**src/rtl/rom_loader_if.sv**
```systemverilog
// Byte-stream input and ROM write port of the boot loader.
// The master modport is the loader; the slave modport is the byte source / ROM side.
interface rom_loader_if #(
   parameter int ADDR_W = 12
);
   logic              in_valid;
   logic [7:0]        in_data;
   logic              in_ready;
   logic              rom_we;
   logic [ADDR_W-1:0] rom_addr;
   logic [31:0]       rom_wdata;

   modport master (
      input  in_valid,
      input  in_data,
      output in_ready,
      output rom_we,
      output rom_addr,
      output rom_wdata
   );

   modport slave (
      output in_valid,
      output in_data,
      input  in_ready,
      input  rom_we,
      input  rom_addr,
      input  rom_wdata
   );
endinterface

```
**src/rtl/rom_loader.sv**
```systemverilog
// Boot loader: parses a length-prefixed little-endian byte stream into ROM word writes
// and holds the core in reset until the whole image has been committed.
module rom_loader #(
   parameter int ADDR_W    = 12,
   parameter int MAX_WORDS = 4096
) (
   input  logic         clk,
   input  logic         rst,
   rom_loader_if.master bus,
   input  logic         reload,
   output logic         load_busy,
   output logic         load_done,
   output logic         load_err,
   output logic         core_hold
);

   typedef enum logic [2:0] {
      ST_HDR,
      ST_DATA,
      ST_FLUSH,
      ST_DONE,
      ST_ERR
   } state_t;

   localparam logic [ADDR_W-1:0] IDX_ONE = ADDR_W'(1);

   state_t            state_q,     state_d;
   logic [1:0]        byte_cnt_q,  byte_cnt_d;
   logic [ADDR_W-1:0] word_idx_q,  word_idx_d;
   logic [ADDR_W-1:0] last_idx_q,  last_idx_d;
   logic [23:0]       shift_q,     shift_d;
   logic              rom_we_q,    rom_we_d;
   logic [ADDR_W-1:0] rom_addr_q,  rom_addr_d;
   logic [31:0]       rom_wdata_q, rom_wdata_d;

   logic        in_ready;
   logic        accept;
   logic [31:0] word;

   assign in_ready = (state_q == ST_HDR) || (state_q == ST_DATA);
   assign accept   = bus.in_valid && in_ready;
   // Header and data words share one shift register; the 4th byte completes the word.
   assign word     = {bus.in_data, shift_q};

   always_comb begin
      state_d     = state_q;
      byte_cnt_d  = byte_cnt_q;
      word_idx_d  = word_idx_q;
      last_idx_d  = last_idx_q;
      shift_d     = shift_q;
      rom_we_d    = 1'b0;
      rom_addr_d  = rom_addr_q;
      rom_wdata_d = rom_wdata_q;

      unique case (state_q)
         ST_HDR: begin
            if (accept) begin
               shift_d    = {bus.in_data, shift_q[23:8]};
               byte_cnt_d = byte_cnt_q + 2'd1;
               if (byte_cnt_q == 2'd3) begin
                  if (word == 32'd0) begin
                     state_d = ST_FLUSH;
                  end else if (word > 32'(MAX_WORDS)) begin
                     state_d = ST_ERR;
                  end else begin
                     state_d    = ST_DATA;
                     word_idx_d = '0;
                     last_idx_d = ADDR_W'(word - 32'd1);
                  end
               end
            end
         end
         ST_DATA: begin
            if (accept) begin
               shift_d    = {bus.in_data, shift_q[23:8]};
               byte_cnt_d = byte_cnt_q + 2'd1;
               if (byte_cnt_q == 2'd3) begin
                  rom_we_d    = 1'b1;
                  rom_addr_d  = word_idx_q;
                  rom_wdata_d = word;
                  if (word_idx_q == last_idx_q) begin
                     state_d = ST_FLUSH;
                  end else begin
                     word_idx_d = word_idx_q + IDX_ONE;
                  end
               end
            end
         end
         ST_FLUSH: begin
            state_d = ST_DONE;
         end
         ST_DONE, ST_ERR: begin
            if (reload) begin
               state_d    = ST_HDR;
               byte_cnt_d = '0;
               word_idx_d = '0;
               last_idx_d = '0;
               shift_d    = '0;
            end
         end
         default: begin
            state_d = ST_HDR;
         end
      endcase
   end

   always_ff @(posedge clk) begin
      if (rst) begin
         state_q     <= ST_HDR;
         byte_cnt_q  <= '0;
         word_idx_q  <= '0;
         last_idx_q  <= '0;
         shift_q     <= '0;
         rom_we_q    <= 1'b0;
         rom_addr_q  <= '0;
         rom_wdata_q <= '0;
      end else begin
         state_q     <= state_d;
         byte_cnt_q  <= byte_cnt_d;
         word_idx_q  <= word_idx_d;
         last_idx_q  <= last_idx_d;
         shift_q     <= shift_d;
         rom_we_q    <= rom_we_d;
         rom_addr_q  <= rom_addr_d;
         rom_wdata_q <= rom_wdata_d;
      end
   end

   assign bus.in_ready  = in_ready;
   assign bus.rom_we    = rom_we_q;
   assign bus.rom_addr  = rom_addr_q;
   assign bus.rom_wdata = rom_wdata_q;

   assign load_busy = (state_q == ST_HDR) || (state_q == ST_DATA) || (state_q == ST_FLUSH);
   assign load_done = (state_q == ST_DONE);
   assign load_err  = (state_q == ST_ERR);
   assign core_hold = (state_q != ST_DONE);

endmodule

```
**src/flat_wrapper.sv**
```systemverilog
// flat-port wrapper written by rule: the top's interface ports become plain ports
module rom_loader_flat 
#(
   parameter int ADDR_W    = 12,
   parameter int MAX_WORDS = 4096
)
  (clk, rst, reload, load_busy, load_done, load_err, core_hold, bus_in_valid, bus_in_data, bus_in_ready, bus_rom_we, bus_rom_addr, bus_rom_wdata);
  rom_loader_if #(.ADDR_W(ADDR_W)) bus_i ();
  input  logic clk;
  input  logic rst;
  input  logic reload;
  output logic load_busy;
  output logic load_done;
  output logic load_err;
  output logic core_hold;
  input wire logic [$bits(bus_i.in_valid)-1:0] bus_in_valid;
  input wire logic [$bits(bus_i.in_data)-1:0] bus_in_data;
  output wire logic [$bits(bus_i.in_ready)-1:0] bus_in_ready;
  output wire logic [$bits(bus_i.rom_we)-1:0] bus_rom_we;
  output wire logic [$bits(bus_i.rom_addr)-1:0] bus_rom_addr;
  output wire logic [$bits(bus_i.rom_wdata)-1:0] bus_rom_wdata;
  assign bus_i.in_valid = bus_in_valid;
  assign bus_i.in_data = bus_in_data;
  assign bus_in_ready = bus_i.in_ready;
  assign bus_rom_we = bus_i.rom_we;
  assign bus_rom_addr = bus_i.rom_addr;
  assign bus_rom_wdata = bus_i.rom_wdata;
  rom_loader #(.ADDR_W(ADDR_W), .MAX_WORDS(MAX_WORDS)) u_core (.clk(clk), .rst(rst), .bus(bus_i), .reload(reload), .load_busy(load_busy), .load_done(load_done), .load_err(load_err), .core_hold(core_hold));
endmodule
```
**config.mk**
```make
export PLATFORM = sky130hd
export DESIGN_NAME = rom_loader_flat
export DESIGN_NICKNAME = d
export VERILOG_FILES = /design/src/rtl/rom_loader_if.sv /design/src/rtl/rom_loader.sv /design/src/flat_wrapper.sv
export SDC_FILE = /design/constraint.sdc
export NUM_CORES = 1
export LEC_CHECK = 0
export ABC_AREA = 1
export BUFFER_PORTS_ARGS = -buffer_cell sky130_fd_sc_hd__buf_2
export CORE_MARGIN = 4
export CORE_UTILIZATION = 43
export CTS_CLUSTER_DIAMETER = 200
export DETAILED_ROUTE_END_ITERATION = 10
export SLEW_MARGIN = 20
export SYNTH_ARGS = -nofsm -noshare
export SYNTH_HDL_FRONTEND = slang
export SYNTH_SLANG_ARGS = --single-unit
export TNS_END_PERCENT = 10
```
**constraint.sdc**
```tcl
create_clock -name clk -period 1.6 [get_ports clk]
set_input_delay 0.32 -clock clk [delete_from_list [all_inputs] [get_ports clk]]
set_output_delay 0.32 -clock clk [all_outputs]
set_load 0.03 [all_outputs]
```
; Yosys cells after proc, flatten, opt, wreduce, memory -nomap -nowiden
; Index checks and enable logic that the tools add are counted.
[word_totals]
ff_bits = 98
latchBits = 0
mem_bits_rw = 0
rom_bits = 0
inputBits = 12
wordCells = 77
n_memories = 0
[op_classes]
addsub = 3
multipliers = 0
div = 0
n_lt_le_gt_ge = 1
n_eq_ne = 17
shift = 0
muxes = 30
bitwise = 2
n_reduce_logical = 16
[op_table]
columns = op, n
row1 = $mux 12, 12
row2 = $mux 24, 2
row3 = $pmux 24 s2, 1
row4 = $pmux 12 s3, 1
row5 = $gt 32x13->1 const B, 1
row6 = $logic_not 32->1, 1
row7 = $mux 3, 8
row8 = $pmux 12 s2, 1
row9 = $ne 2x2->1 const B, 7
row10 = $add 12x1->12 const B, 1
row11 = $eq 12x12->1, 1
row12 = $pmux 3 s4, 1
row13 = $reduce_and 6->1, 2
row14 = $sub 12x1->12 const B, 1
row15 = $reduce_and 9->1, 1
row16 = $eq 3x2->1 const B, 2
row17 = $ne 2x1->1 const B, 3
row18 = $reduce_and 3->1, 2
row19 = $mux 2, 2
row20 = $pmux 2 s2, 1
row21 = $reduce_bool 2->1, 2
row22 = $reduce_or 2->1, 2
row23 = $eq 3x1->1 const B, 1
row24 = $eq 3x3->1 const B, 1
row25 = 10 further kinds, 12

; Depth between registers and ports, before layout
; Gate-level depths: netlist of run 1.
[logic_depth]
depth_word = 6
depth_mapped = 12

; Least setup slack after synthesis of run 1
; Ideal clock, no wire load.
[synth_timing]
path_type = flip-flop to flip-flop
from = register u_core.state_q[1]
to = register u_core.shift_q[4]
setup_time_ns = 0.128
arrival_time_ns = 1.526
t_required_ns = 1.472
path_slack_ns = -0.054
stages_incl_launch_ff = 9
synth_period_minus_slack_ns = 1.654
path_cell_list = dfxtp_1 nand3_2 nand2_8 nor2_4 a21oi_2 nand2_2 buf_6 a22oi_1 nor2_1
[synth_via]
elab_chain_cells = 5
word_cells_on_any_way = 13
[synth_lines]
columns = item, line
row1 = from (decl), rom_loader.sv:27  ; state_t state_q, state_d;
row2 = from (signal assigned), rom_loader.sv:118  ; state_q <= state_d;
row3 = $eq 3x1->1 or $logic_not 3->1 (tied branches), "rom_loader.sv:40, rom_loader.sv:55"
row4 = $logic_or 1x1->1, rom_loader.sv:40  ; assign in_ready = (state_q == ST_HDR) || (state_q == ST_DATA);
row5 = $logic_and 1x1->1, rom_loader.sv:41  ; assign accept = bus.in_valid && in_ready;
row6 = $ne 2x1->1 (no line), --
row7 = $reduce_and 3->1 (no line), --
row8 = to (signal assigned), rom_loader.sv:122  ; shift_q <= shift_d;
row9 = to (decl), rom_loader.sv:31  ; logic [23:0] shift_q, shift_d;
; Parallel ways exist; a longest one is shown, timed or not.
; A chain may end at the register's enable or synchronous reset.

; Worst setup path in the final report of run 1
[layout_timing]
from = register u_core.state_q[1]
to = output load_busy
[layout_via]
elab_chain_cells = 3
word_cells_on_any_way = 5
[layout_lines]
columns = item, line
row1 = $eq 3x1->1 or $logic_not 3->1 (tied branches), rom_loader.sv:134  ; assign load_busy = (state_q == ST_HDR) || (state_q == ST_DATA) || (state_q == ST_FLUSH);
row2 = $logic_or 1x1->1, rom_loader.sv:134
row3 = $logic_or 1x1->1 *, rom_loader.sv:134
row4 = to (decl), flat_wrapper.sv:12  ; output logic load_busy;
; Every way passes the cells marked *; elsewhere a longest branch is shown, timed or not.

==> impl_metrics.ini, run 1 <==
[power]
cellLeakagePower_nw = 2.78
power_density_mw_per_mm2 = 1070
peakVddDrop_uv = 641
p_total_mw = 6.68

[clocking]
cts.clk_slew.worst_paths_ns = 0.10
cts_sinks = 98
ctsHoldBuffers = 0
cts_tree = yes
numCtsBuffers = 9
clock_latency_ns = 0.37
htreeDepth = 3
max-clock-path-buffers = 2
cts_root_buf = clkbuf_8

[floorplan]
coreArea_mm2 = 0.0103
die_area_mm2 = 0.0123
rows = 37
fp.dieH_um = 111
pin_count = 62
initial_core_util = 0.440
die_w_um = 111

[timing]
worst_pin_slew_ns = 0.548
fin_skew_ns = 0.0147
period_share = 1.01
rsz0062_at_grt = true
whs_ns = 0.223
hold_viol = 0
slew_headroom = 0.635
worst_slack_ns = -0.0144
min_period_ns = 1.61
setup_viol = 2
slew_viol_final = 0
max_freq_mhz = 619

[placement]
io_buffer_count = 61
dp_cells = 877
gp_congestion = 0.899
pre_cts_slack_ns = -0.154
dp_hpwl_um = 9280

[global_routing]
antenna_found_initial = 0
grt_max_degree = 74
grt_use_total = 0.212
grt_pass1_vias = 4473
overflow = 0
grt_busiest_layer = met2
grt_use_met3 = 0.0409
gr-usage-met2 = 0.390
use_met1 = 0.249
grt_pass1_wl_um = 21700

[outcome]
run_status = finished with violations
failed_checks = setup timing

[layout]
final_cell_mix = nand2_1 (101), nor2_1 (99), buf_4 (85)
stdcell_count = 907
antenna_cells = 0
mostFrequentLayoutCell = nand2_1
layout.nets = 782
final_util = 0.607
multi_input_area_mm2 = 0.00251
nFillCells = 958
layout-drive-gt1-share = 0.370
final-seq-area_mm2 = 0.00199
syn2layout_area_growth_pct = 37.9

[logic_synthesis]
synth_nets = 645
ys_seq_area_frac = 0.432
syn_inst = 629
yosys.area.top_type = dfxtp_1
synth-warning-count = 0
yosysTopAreaCellShare = 0.432
synth_area_mm2 = 0.00454
synth_seq_cells = 98
synth_cell_types = 31
postSynthAreaPerCell_um2 = 7.22
synthTopCellsByArea = dfxtp_1 (43%), nor2_1 (9.3%), nand2_1 (8.9%)

[detailed_routing]
num_vias = 4555
drt_iter0_drc = 317
drc = 0
wirelength_um = 13200
drt_first_pass_iters = 5
post_drt_wl_per_cell_um = 14.5
drtAntennaViolNets = 0
via_per_inst = 5.02

[run]
drv_cap = 0

[worst_setup_path]
cp_slowest_cell = dfxtp_4
start_kind = register
crit_path_end_kind = output pin
cp.required_ns = 1.28
worst-setup-path-type = register to output pin
worst_path_largest_cell_delay_ns = 0.37
path_cells = buf_4, nor2_4, nor2_1, inv_1, buf_6
crit_path_max_fanout = 5
worstPathArrival_ns = 1.29

[worst_hold_path]
hold_path_class = input port to register
[cell usage after synthesis]
cell,number
o21ai_2,1
nor3_1,4
a21oi_2,2
inv_2,6
a22oi_1,25
o21ai_0,49
nor2_4,3
nand2_1,108
ha_1,4
a21oi_1,64
nand2_4,1
nand3_2,3
a21oi_4,1
dfxtp_1,98
buf_6,5
xor2_1,5
o21ai_1,3
nand4_1,19
nand2_8,2
o211ai_1,1
buf_1,3
nor2_1,113
inv_1,49
buf_4,3
nand3_1,21
nand2_2,4
buf_2,6
nor2_2,2
clkinv_1,1
xnor2_1,5
clkbuf_1,18
[logic make-up after synthesis]
family / count (synthesis) / share of synthesized area
and+or+nand+nor: 280 / 0.270
AOI/OAI and AO/OA: 146 / 0.180
xor gates and xnor gates: 10 / 0.0193
buffers and inverters: 91 / 0.0876
adders and majority gates: 4 / 0.0110
DFF: 98 / 0.432
[critical path, delay by kind of cell (launching register included)]
family | cells | cell delay (ns)
AND/OR/NAND/NOR | 2 | 0.23
buffers and inverters | 3 | 0.33
flip-flops | 1 | 0.37
[state kept, by name, indices dropped and copies added, names as in the netlist]
name	flops
u_core.bus.rom_we	1
u_core.byte_cnt_q	2
u_core.bus.rom_wdata	32
u_core.bus.rom_addr	12
u_core.last_idx_q	12
u_core.state_q	3
u_core.shift_q	24
u_core.word_idx_q	12
[through the flow]
step           setup TNS, ns  cell area [µm²]
2_1_floorplan              0             4550
3_3_place_gp           -1.71             5540
3_5_place_dp           -2.38             5540
4_1_cts                    0             5930
5_1_grt                -2.19             6260
6_report             -0.0165             6260
[what timing repair did]
action | 4_1_cts | 5_1_grt
buffers inserted | 6 | 4
endpoints found under the setup margin | 31 | 56
gates cloned | 3 | 1
gates resized for setup | 29 | 81
pin swaps | 15 | 22
[power breakdown]
part	internal [mW]	switching (mW)	total [mW]
Clock	0.815	0.884	1.70
Combinational	0.985	1.32	2.31
Sequential	2.57	0.103	2.67
Total	4.37	2.31	6.68
[final timing paths]
| kind | endpoint | from | cells past startpoint | slack (ns) |
|---|---|---|---|---|
| hold / removal | u_core.shift_q[17] | bus_in_data[1] | 3 | 0.22 |
| setup / recovery | load_busy | u_core.state_q[1] | 5 | -0.01 |
| setup reg to reg | u_core.last_idx_q[0] | u_core.shift_q[0] | 11 | 0 |
| hold reg to reg | u_core.last_idx_q[2] | u_core.last_idx_q[2] | 2 | 0.48 |
[per-layer routing]
| metal | vias up | share of wire |
|---|---|---|
| met2 | 84 | 0.52 |
| met1 | 2126 | 0.42 |
| met4 | 0 | 0.017 |
| met3 | 15 | 0.035 |
| met5 | - | 0 |
| li1 | 2330 | - |
[cell type report]
class / instances / area share
inverters: 56 / 0.0336
well taps: 136 / 0.0272
clock inverters: 5 / 0.00959
repair buffers: 160 / 0.187
clock buffers: 11 / 0.0242
multi-input cells: 441 / 0.401
flip-flops and latches: 98 / 0.318
(Power assumes the default switching activity.)
==> run 2: changes to the inputs <==
--- a/config.mk
+++ b/config.mk
@@ -11,6 +11,7 @@
 export CORE_UTILIZATION = 43
 export CTS_CLUSTER_DIAMETER = 200
 export DETAILED_ROUTE_END_ITERATION = 10
+export RECOVER_POWER = 25
 export SLEW_MARGIN = 20
 export SYNTH_ARGS = -nofsm -noshare
 export SYNTH_HDL_FRONTEND = slang
==> impl_metrics.ini, run 2 (synthesis gave the netlist of run 1 again) <==
[layout]
layout.nets = 782
final_util = 0.604
largest_reg_flops = 32
final_cell_mix = nand2_1 (101), nor2_1 (99), buf_4 (85)
syn2layout_area_growth_pct = 37.4
mostFrequentLayoutCell = nand2_1
antenna_cells = 0
design_area_mm2 = 0.00624
multi_input_area_mm2 = 0.00251
final-seq-area_mm2 = 0.00199
nFillCells = 969
stdcell_count = 907
layout-drive-gt1-share = 0.344

[placement]
placed_area_mm2 = 0.00554
gp_congestion = 0.899
dp_hpwl_um = 9280
io_buffer_count = 61
dp_cells = 877
pre_cts_slack_ns = -0.154

[floorplan]
initial_core_util = 0.440
rows = 37
coreArea_mm2 = 0.0103
die_area_mm2 = 0.0123
die_w_um = 111
fp.dieH_um = 111
pin_count = 62

[worst_setup_path]
worst-setup-path-type = register to output pin
rrSetupSlack_ns = 0
rr_startpoint = u_core.shift_q[0]
crit_path_max_fanout = 5
rr_worst_depth = 11
r2r-end = u_core.last_idx_q[0]
crit_path_end_kind = output pin
worstPathArrival_ns = 1.30
cp.required_ns = 1.28
start_kind = register

[outcome]
failed_checks = setup timing
run_status = finished with violations

[worst_hold_path]
holdPathStages = 3
hold_path_class = input port to register
holdPathEnd = u_core.shift_q[17]
min_from = bus_in_data[1]

[detailed_routing]
wirelength_um = 13200
num_vias = 4576
drtAntennaViolNets = 0
drt_iter0_drc = 325
via_per_inst = 5.05
drc = 0
post_drt_wl_per_cell_um = 14.5
drt_first_pass_iters = 5

[global_routing]
grt_use_total = 0.212
grt_pass1_wl_um = 21700
overflow = 0
antenna_found_initial = 0
grt_max_degree = 74
grt_pass1_vias = 4473

[timing]
worst_pin_slew_ns = 0.546
hold_viol = 0
period_share = 1.01
setup_viol = 2
fin_skew_ns = 0.0139
min_period_ns = 1.62
max_freq_mhz = 619
whs_ns = 0.222
slew_viol_final = 0
rsz0062_at_grt = true
fin_tns_setup_ns = -0.0165
slew_headroom = 0.636
worst_slack_ns = -0.0154

[clocking]
cts_tree = yes
cts_root_buf = clkbuf_8
max-clock-path-buffers = 2
clock_latency_ns = 0.37
cts.clk_slew.worst_paths_ns = 0.10
numCtsBuffers = 9
htreeDepth = 3
cts_sinks = 98

[power]
p_total_mw = 6.68
power_density_mw_per_mm2 = 1070
peakVddDrop_uv = 642
cellLeakagePower_nw = 2.70

[run]
drv_cap = 0
## run 2: timing repair
action                                  in CTS  in global routing
endpoints found under the hold margin        0                  0
hold buffers                                 0                  0
buffers inserted                             6                  4
endpoints found under the setup margin      31                 56
gates resized for setup                     29                 81
pin swaps                                   15                 22
gates cloned                                 3                  1
## run 2: worst max-delay path by stage
| stage | depth (start not counted) | slack, ns | to | from |
|---|---|---|---|---|
| floorplan | 8 | 0.05 | u_core.shift_q[4] | u_core.state_q[1] |
| global placement | 12 | -0.11 | u_core.word_idx_q[6] | bus_in_data[7] |
| detailed placement | 12 | -0.15 | u_core.word_idx_q[11] | bus_in_data[1] |
| CTS | 5 | 0.002 | load_busy | u_core.state_q[1] |
| global route | 11 | -0.10 | u_core.last_idx_q[0] | u_core.shift_q[12] |
| finish | 5 | -0.02 | load_busy | u_core.state_q[1] |
## run 2: critical path, cell delays in order (launching register included)
cell and delay, ns:
dfxtp_4 0.37, buf_4 0.14, nor2_4 0.14, nor2_1 0.09, inv_1 0.07, buf_6 0.12
## run 2: area by class of cell
cell class / instances / area share
Timing Repair Buffer: 160 / 0.184
Clock buffer: 11 / 0.0243
Multi-Input combinational cell: 441 / 0.402
Sequential cell: 98 / 0.319
Clock inverter: 5 / 0.00963
Tap cell: 136 / 0.0273
Inverter: 56 / 0.0337
## run 2: where the power goes
group	switching, mW	internal (mW)
logic	1.32	0.984
clock network	0.886	0.815
registers	0.103	2.57
## run 2: layer usage
layer,wire [µm],global-route usage
met1,5580,0.249
met2,6920,0.390
met3,445,0.0409
met4,242,0.0608
met5,0,0
==> run 3: changes to the inputs <==
--- a/config.mk
+++ b/config.mk
@@ -11,6 +11,7 @@
 export CORE_UTILIZATION = 43
 export CTS_CLUSTER_DIAMETER = 200
 export DETAILED_ROUTE_END_ITERATION = 10
+export GPL_TIMING_DRIVEN = 0
 export RECOVER_POWER = 25
 export SLEW_MARGIN = 20
 export SYNTH_ARGS = -nofsm -noshare
==> impl_metrics.ini, run 3 (synthesis gave the netlist of run 1 again) <==
[timing]
period_share = 1.03
min_period_ns = 1.65
hold_viol = 0
worst_pin_slew_ns = 0.748
fin_skew_ns = 0.0181
whs_ns = 0.218
slew_viol_final = 0
worst_slack_ns = -0.0542
max_freq_mhz = 605
rsz0062_at_grt = true
setup_viol = 20
slew_headroom = 0.501

[run]
drv_cap = 0

[placement]
dp_hpwl_um = 9900
io_buffer_count = 61
gp_congestion = 0.855
placed_area_mm2 = 0.00502
dp_cells = 826

[worst_setup_path]
rr_startpoint = u_core.shift_q[0]
rr_worst_depth = 12
path_cells = inv_4, ha_4, nand2_4, nor2_4, nand2_2, nand2_2, nand3_2, nand2_4, nand2_4, clkbuf_16, nand2_2, a21oi_1
cp.required_ns = 1.84
r2r-end = u_core.last_idx_q[8]
start_kind = register
worst-setup-path-type = register to register
crit_path_max_fanout = 6
cp_slowest_cell = dfxtp_4
crit_path_end_kind = register
worstPathArrival_ns = 1.89
rrSetupSlack_ns = -0.05
worst_path_largest_cell_delay_ns = 0.37

[floorplan]
fp.dieH_um = 111
initial_core_util = 0.440
rows = 37
die_w_um = 111
coreArea_mm2 = 0.0103
die_area_mm2 = 0.0123
pin_count = 62

[worst_hold_path]
hold_path_class = input port to register
min_from = bus_in_data[4]
holdPathEnd = u_core.bus.rom_wdata[28]
holdPathStages = 3

[global_routing]
grt_pass1_vias = 4442
overflow = 0
grt_max_degree = 20
grt_pass1_wl_um = 22100
grt_use_total = 0.220
antenna_found_initial = 0

[outcome]
run_status = finished with violations
failed_checks = setup timing

[detailed_routing]
wirelength_um = 14000
drt_first_pass_iters = 5
num_vias = 4579
drt_iter0_drc = 412
via_per_inst = 5.31
drtAntennaViolNets = 0
post_drt_wl_per_cell_um = 16.3
drc = 0

[layout]
antenna_cells = 0
layout-drive-gt1-share = 0.275
design_area_mm2 = 0.00577
syn2layout_area_growth_pct = 27.0
stdcell_count = 863
mostFrequentLayoutCell = nor2_1
layout.nets = 738
largest_reg_flops = 32
final_cell_mix = nor2_1 (99), nand2_1 (89), dfxtp_1 (74)

[clocking]
cts_tree = yes
max-clock-path-buffers = 2
clock_latency_ns = 0.38
cts_sinks = 98
numCtsBuffers = 9
cts.clk_slew.worst_paths_ns = 0.10
htreeDepth = 3
cts_root_buf = clkbuf_8
ctsHoldBuffers = 0

[power]
p_total_mw = 6.35
power_density_mw_per_mm2 = 1100
peakVddDrop_uv = 615
cellLeakagePower_nw = 2.44
-- run 3: cell types whose count changed in the layout (fill, tap and decap cells not counted), sizes merged --
cell      delta
inv          +3
clkbuf      +20
buf         -65
clkinvlp     -1
nand3        -1
-- run 3: worst max-delay path: cells and delay by family, from the launching register on --
kind            cells  cell delay [ns]
simple gates        8             0.73
flops               1             0.37
buf+inv             2             0.24
fa+ha+maj           1             0.13
compound gates      1             0.06
-- run 3: what timing repair did --
item                                   4_1_cts  5_1_grt
setup endpoints to repair                   95       99
endpoints found under the hold margin        0        0
pin swaps                                    9       13
setup buffers                               14        6
resized for setup                           75       67
gates cloned                                 1        1
-- run 3: worst max path at each step --
stage	end	slack, ns	start
after global routing	u_core.last_idx_q[8]	-0.13	u_core.shift_q[0]
after floorplan	u_core.shift_q[4]	0.05	u_core.state_q[1]
after CTS	u_core.word_idx_q[0]	-0.02	u_core.shift_q[14]
after detailed placement	u_core.word_idx_q[6]	-0.38	bus_in_data[7]
after global placement	u_core.word_idx_q[2]	-0.38	bus_in_data[7]
final	u_core.last_idx_q[8]	-0.05	u_core.shift_q[0]
-- run 3: per-layer routing --
layer	vias to the layer above	GRT usage	share of wire
met5	-	0	0
met4	0	0.0944	0.032
met3	36	0.0322	0.037
met2	152	0.392	0.50
met1	2138	0.264	0.43
li1	2253	-	-
-- run 3: final cells by class --
class                      instances  area (µm²)
sequential                        98        2010
buffer                            34         236
fill                             992        4550
clock buffer                       9         124
tap                              136         170
multi-input combinational        440        2450
timing repair buffer              83         467
inverter                          56         213
clock inverter                     7        95.1
-- run 3: where the power goes --
group | leakage, nW | total, mW | internal, mW | switching, mW
clock network | 0.111 | 1.77 | 0.773 | 0.993
logic | 1.52 | 1.85 | 0.715 | 1.13
registers | 0.806 | 2.74 | 2.57 | 0.169
total | 2.44 | 6.35 | 4.06 | 2.29
-- run 3: per-stage QoR --
stage | setup slack, ns | utilization | TNS [ns]
4_1_cts | -0.0198 | 0.536 | -0.0608
3_5_place_dp | -0.381 | 0.487 | -20.70
6_report | -0.0542 | 0.559 | -0.611
2_1_floorplan | 0.0496 | - | 0
5_1_grt | -0.130 | 0.559 | -3.13
3_3_place_gp | -0.378 | 0.487 | -20.35
